File: src/rtl/block_unpacker_if.sv
// Handshake bundle for block_unpacker: wide packed input word stream and narrow
// single-block output stream. The slave modport is the unpacker side.
interface block_unpacker_if #(
  parameter int BLOCK_SIZE = 128,
  parameter int NUM_BLOCKS = 8
);
  logic                             in_ready;
  logic [NUM_BLOCKS*BLOCK_SIZE-1:0] in_data;
  logic                             in_valid;
  logic [31:0]                      in_num;
  logic                             in_last;
  logic                             ready_4_output;
  logic [BLOCK_SIZE-1:0]            out_data;
  logic                             out_valid;
  logic [31:0]                      out_num;
  logic                             out_last;

  modport master (
    input  in_ready,
    output in_data, in_valid, in_num, in_last, ready_4_output,
    input  out_data, out_valid, out_num, out_last
  );

  modport slave (
    output in_ready,
    input  in_data, in_valid, in_num, in_last, ready_4_output,
    output out_data, out_valid, out_num, out_last
  );
endinterface

File: src/rtl/block_unpacker.sv
// Wide-to-narrow block serializer: emits the low-aligned valid blocks of each word
// one per cycle with packet framing. Define BLOCK_UNPACK_STATS_EN for err_ovf/blk_cnt.
module block_unpacker #(
  parameter int BLOCK_SIZE = 128,
  parameter int NUM_BLOCKS = 8
) (
  input  logic clk,
  input  logic rst_n,
  block_unpacker_if.slave bus
`ifdef BLOCK_UNPACK_STATS_EN
  ,
  output logic        err_ovf,
  output logic [31:0] blk_cnt
`endif
);
  localparam int IW = $clog2(NUM_BLOCKS);
  localparam int NW = IW + 1;

  typedef enum logic {IDLE, EMIT} state_t;

  state_t                           state, state_nxt;
  logic                             live;
  logic [NUM_BLOCKS*BLOCK_SIZE-1:0] hold;
  logic [NW-1:0]                    num_q;
  logic                             last_q;
  logic [IW-1:0]                    idx;
  logic [31:0]                      pkt_cnt;
  logic [NW-1:0]                    in_num_clamp;
  logic                             in_fire, out_fire, final_blk, empty_word, over;

  assign over         = bus.in_num > 32'(NUM_BLOCKS);
  assign in_num_clamp = over ? NW'(NUM_BLOCKS) : bus.in_num[NW-1:0];
  assign empty_word   = (num_q == '0);
  assign final_blk    = empty_word || ({1'b0, idx} == num_q - NW'(1));
  assign in_fire      = bus.in_valid && bus.in_ready;
  assign out_fire     = bus.out_valid && bus.ready_4_output;

  // Input readiness is gated by 'live' so in_ready stays low until the first edge after reset.
  always_comb begin
    state_nxt    = state;
    bus.in_ready = 1'b0;
    bus.out_valid = 1'b0;
    bus.out_data = '0;
    bus.out_num  = '0;
    bus.out_last = 1'b0;
    case (state)
      IDLE: begin
        bus.in_ready = live;
        if (live && bus.in_valid)
          state_nxt = EMIT;
      end
      EMIT: begin
        if (empty_word) begin
          bus.out_valid = last_q;
          bus.out_last  = last_q;
        end else begin
          bus.out_valid = 1'b1;
          bus.out_data  = hold[idx*BLOCK_SIZE +: BLOCK_SIZE];
          bus.out_num   = pkt_cnt + 32'd1;
          bus.out_last  = last_q && final_blk;
        end
        if (empty_word && !last_q) begin
          state_nxt = IDLE;
        end else if (bus.ready_4_output && final_blk) begin
          bus.in_ready = live;
          state_nxt    = bus.in_valid ? EMIT : IDLE;
        end
      end
      default: state_nxt = IDLE;
    endcase
  end

  always_ff @(posedge clk or negedge rst_n) begin
    if (!rst_n) begin
      state   <= IDLE;
      live    <= 1'b0;
      hold    <= '0;
      num_q   <= '0;
      last_q  <= 1'b0;
      idx     <= '0;
      pkt_cnt <= '0;
    end else begin
      state <= state_nxt;
      live  <= 1'b1;
      if (out_fire) begin
        if (final_blk) begin
          pkt_cnt <= last_q ? 32'd0 : pkt_cnt + 32'd1;
        end else begin
          idx     <= idx + IW'(1);
          pkt_cnt <= pkt_cnt + 32'd1;
        end
      end
      // A new word may latch in the same cycle the previous word's final block fires.
      if (in_fire) begin
        hold   <= bus.in_data;
        num_q  <= in_num_clamp;
        last_q <= bus.in_last;
        idx    <= '0;
      end
    end
  end

`ifdef BLOCK_UNPACK_STATS_EN
  always_ff @(posedge clk or negedge rst_n) begin
    if (!rst_n) begin
      err_ovf <= 1'b0;
      blk_cnt <= '0;
    end else begin
      if (in_fire && over)
        err_ovf <= 1'b1;
      if (out_fire)
        blk_cnt <= blk_cnt + 32'd1;
    end
  end
`endif
endmodule

File: src/flat_wrapper.sv
// flat-port wrapper written by rule: the top's interface ports become plain ports
module block_unpacker_flat 
#(
  parameter int BLOCK_SIZE = 128,
  parameter int NUM_BLOCKS = 8
)
  (clk, rst_n, bus_in_ready, bus_in_data, bus_in_valid, bus_in_num, bus_in_last, bus_ready_4_output, bus_out_data, bus_out_valid, bus_out_num, bus_out_last);
  block_unpacker_if #(.BLOCK_SIZE(BLOCK_SIZE), .NUM_BLOCKS(NUM_BLOCKS)) bus_i ();
  input  logic clk;
  input  logic rst_n;
  output wire logic [$bits(bus_i.in_ready)-1:0] bus_in_ready;
  input wire logic [$bits(bus_i.in_data)-1:0] bus_in_data;
  input wire logic [$bits(bus_i.in_valid)-1:0] bus_in_valid;
  input wire logic [$bits(bus_i.in_num)-1:0] bus_in_num;
  input wire logic [$bits(bus_i.in_last)-1:0] bus_in_last;
  input wire logic [$bits(bus_i.ready_4_output)-1:0] bus_ready_4_output;
  output wire logic [$bits(bus_i.out_data)-1:0] bus_out_data;
  output wire logic [$bits(bus_i.out_valid)-1:0] bus_out_valid;
  output wire logic [$bits(bus_i.out_num)-1:0] bus_out_num;
  output wire logic [$bits(bus_i.out_last)-1:0] bus_out_last;
  assign bus_in_ready = bus_i.in_ready;
  assign bus_i.in_data = bus_in_data;
  assign bus_i.in_valid = bus_in_valid;
  assign bus_i.in_num = bus_in_num;
  assign bus_i.in_last = bus_in_last;
  assign bus_i.ready_4_output = bus_ready_4_output;
  assign bus_out_data = bus_i.out_data;
  assign bus_out_valid = bus_i.out_valid;
  assign bus_out_num = bus_i.out_num;
  assign bus_out_last = bus_i.out_last;
  block_unpacker #(.BLOCK_SIZE(BLOCK_SIZE), .NUM_BLOCKS(NUM_BLOCKS)) u_core (.clk(clk), .rst_n(rst_n), .bus(bus_i));
endmodule
File: config.mk
export PLATFORM = sky130hd
export DESIGN_NAME = block_unpacker_flat
export DESIGN_NICKNAME = d
export VERILOG_FILES = /design/src/rtl/block_unpacker_if.sv /design/src/rtl/block_unpacker.sv /design/src/flat_wrapper.sv
export SDC_FILE = /design/constraint.sdc
export NUM_CORES = 2
export LEC_CHECK = 0
export CORE_AREA = 2 2 471 473
export DETAILED_ROUTE_END_ITERATION = 8
export DIE_AREA = 0 0 473 475
export PLACE_DENSITY = 0.47
export SLEW_MARGIN = 5
export SYNTH_ARGS = -nofsm -noshare
export SYNTH_HDL_FRONTEND = slang
export SYNTH_SLANG_ARGS = --single-unit
File: constraint.sdc
create_clock -name clk -period 6.88 [get_ports clk]
set_input_delay 0.688 -clock clk [delete_from_list [all_inputs] [get_ports clk]]
set_output_delay 0.688 -clock clk [all_outputs]
set_load 0.01 [all_outputs]
==> results_dict.tcl <==
set metrics [dict create \
    outcome "finished, final reports clean" \
    io_pins 1224 \
    die_area_mm2 0.2247 \
    drv_cap 0 \
    initial_core_util_pct 22.22 \
    viasPerCell 4.422 \
    nNetsFinal 5373 \
    fin_ws_ps 2076 \
    finalSetupViolations 0 \
    cp-start-kind "flip-flop" \
    grt_pass1_vias 34860 \
    min_path_cells 1 \
    tightest_slew_ps 1148 \
    place_congestion 0.8188 \
    layout-drive-gt1-share_pct 24.75 \
    mostFrequentLayoutCell "clkdlybuf4s50_1" \
    p_leak_nw 27.37 \
    clock-sinks 1066 \
    cts_made_buffers 137 \
    yosys.area.top_type "dfrtp_1" \
    slew_headroom_pct 22.80 \
    final-max-slew-violation-count 0 \
    insertion_delay_ps 800 \
    syn-num-nets 4174 \
    worstPathRequired_ps 6190 \
    tritoncts "done" \
    final_cell_mix "1222 x clkdlybuf4s50_1, 1063 x dfrtp_1, 552 x mux2_2" \
    chipWidth_um 473 \
    rows 172 \
    syn_inst 3110 \
    synth_top_family_by_area "multiplexers" \
    r2r_cells 8 \
    ys_seq_area_share_pct 54.79 \
    clkSlewWorstSetupHoldPaths_ps 60 \
    stdcell_count 7332 \
    synth_edf_count 0 \
    cts-root-buf "clkbuf_16" \
    grt_overflow 0 \
    wl_per_cell_um 27.74 \
    drcViolationCount 0 \
    drt-total-wl_mm 203.4 \
    fin_area_mm2 0.06893 \
    holdWs_ps 479.6 \
    grt_setup_unrepaired "false" \
    die_h_um 475 \
    async_flop_share_pct 100.0 \
    vdd_drop_max_mv 0.3146 \
    finalPower_mw 32.88 \
    dr_total_vias 32420 \
    cts_max_path_buffers 3 \
    port-buffer-count 1223 \
    synthAdderAreaFrac_pct 0.07709 \
    synthSimpleGateAreaFrac_pct 2.649 \
    power_density_mw_per_mm2 477.0 \
    h-tree-depth 4 \
    core_area_mm2 0.2191 \
    avgSynthCellArea_um2 15.66 \
    cp.arrival_ps 4120 \
    synthXorXnorAreaFrac_pct 0.6296 \
    hold_path.class "reg -> reg" \
    yosys_warnings 0 \
    post-dp-hpwl_mm 155.8 \
    fin_util_pct 31.46 \
    fin_crit_sh_pct 69.82 \
    placed_area_mm2 0.06417 \
    syn2layout_area_growth_pct 41.57 \
    cp-end-kind "output port" \
    criticalPathCategory "reg -> out" \
    place_inst 7040 \
    synth_area_leaders "dfrtp_1 55%, mux2_2 13%, mux4_2 12%" \
    tns_ps 0 \
    drtAntennaViolNets 0 \
    grt_start_max_net_pins 157 \
    finalClockSkew_ps 44.02 \
    syn_area_mm2 0.04869 \
    critPathMaxFanout 27 \
    ys_seq_elements 1066 \
    fill_cells 21880 \
    grt_use_total_pct 17.70 \
    clock.fmax_mhz 208.2 \
    ys_types 45 \
    synth_ff_type "dfrtp_1" \
    drt_iter0_markers 1592 \
    muxShareOfSynthArea_pct 38.43 \
    period_minus_slack_ps 4804 \
    dr.pass1.iters 5 \
    synth_compound_area_share_pct 0.9611 \
    finalHoldViolations 0 \
    synth_top_area_share_pct 54.79 \
    grt_pass1_wl_mm 279.2 \
    post-place-ws_ps 2699 \
    antenna_found_initial 147 \
]
[worst paths after layout]
kind,slack [ps],from,to
max,2080,u_core.idx[0],bus_out_data[93]
min,480,u_core.hold[636],u_core.hold[636]
max reg2reg,3130,u_core.idx[1],u_core.hold[313]
min reg2reg,480,u_core.hold[636],u_core.hold[636]
max in group asynchronous,4600,rst_n,u_core.hold[659]
min in group asynchronous,520,rst_n,u_core.hold[463]
[routing by layer]
layer | GRT usage [%] | share of wire (%) | vias to the layer above
met3 | 7.165 | 9.1 | 349
met5 | 0 | 0.31 | -
met1 | 21.50 | 40 | 16760
li1 | - | - | 14050
met2 | 29.10 | 48 | 1150
met4 | 4.311 | 2.2 | 104
[cell families after synthesis]
logic type,count (synthesis)
mux,1421
flops,1066
simple gates,277
buf+inv,236
compound gates,71
xor+xnor,35
fa+ha+maj,3
other cells,1
[sequential cells by signal (all words and copies together), names as in the netlist]
name            cells
u_core.num_q        4
u_core.state        1
u_core.pkt_cnt     32
u_core.last_q       1
u_core.hold      1024
u_core.live         1
u_core.idx          3
[critical path: stages (launching register included)]
cell and delay, ps:
dfrtp_4 930, buf_4 410, buf_4 400, mux4_2 560, mux2i_1 410, nor2_1 100, clkdlybuf4s50_1 510
[repair_timing]
item                      in CTS  in global routing
hold endpoints to repair      65                  0
hold buffers                   1                  0
resized for setup              0                  0
setup buffers                  0                  0
[final cells by class]
| cell class | instances | area, um2 | area share, % |
|---|---|---|---|
| timing repair buffer | 1287 | 13030 | 18.90 |
| tap | 2871 | 3592 | 5.211 |
| sequential | 1066 | 26690 | 38.72 |
| inverter | 9 | 33.78 | 0.04901 |
| clock inverter | 49 | 709.4 | 1.029 |
| multi-input combinational | 1808 | 20840 | 30.23 |
| clock buffer | 198 | 3929 | 5.700 |
| antenna | 44 | 110.1 | 0.1597 |
[power breakdown]
part / total, mW / leakage (nW) / switching (mW) / internal, mW
registers: 11.5 / 12.8 / 2.05 / 9.40
clock network: 7.43 / 2.27 / 3.07 / 4.36
logic: 14.0 / 12.3 / 6.35 / 7.65
total: 32.9 / 27.4 / 11.5 / 21.4
[synthesized netlist by cell type (2+ instances only)]
cell	n
and2_1	3
o21ai_0	4
a22o_1	2
a21oi_1	3
and3_1	16
ha_1	3
buf_1	25
o22ai_1	2
inv_1	9
buf_2	85
nand3_1	15
dfrtp_1	1066
xor2_1	12
nand2_1	16
nor3_1	4
mux2_1	473
mux4_2	256
mux2i_1	140
mux2_2	552
nor2_1	171
clkbuf_1	63
nand4_1	12
a31oi_1	47
nor4_1	10
o21a_1	2
buf_4	53
a41oi_1	2
nand3b_1	21
a211oi_1	2
and4_1	4
xnor2_1	23
Note: power is estimated with default switching activity, not from simulation.
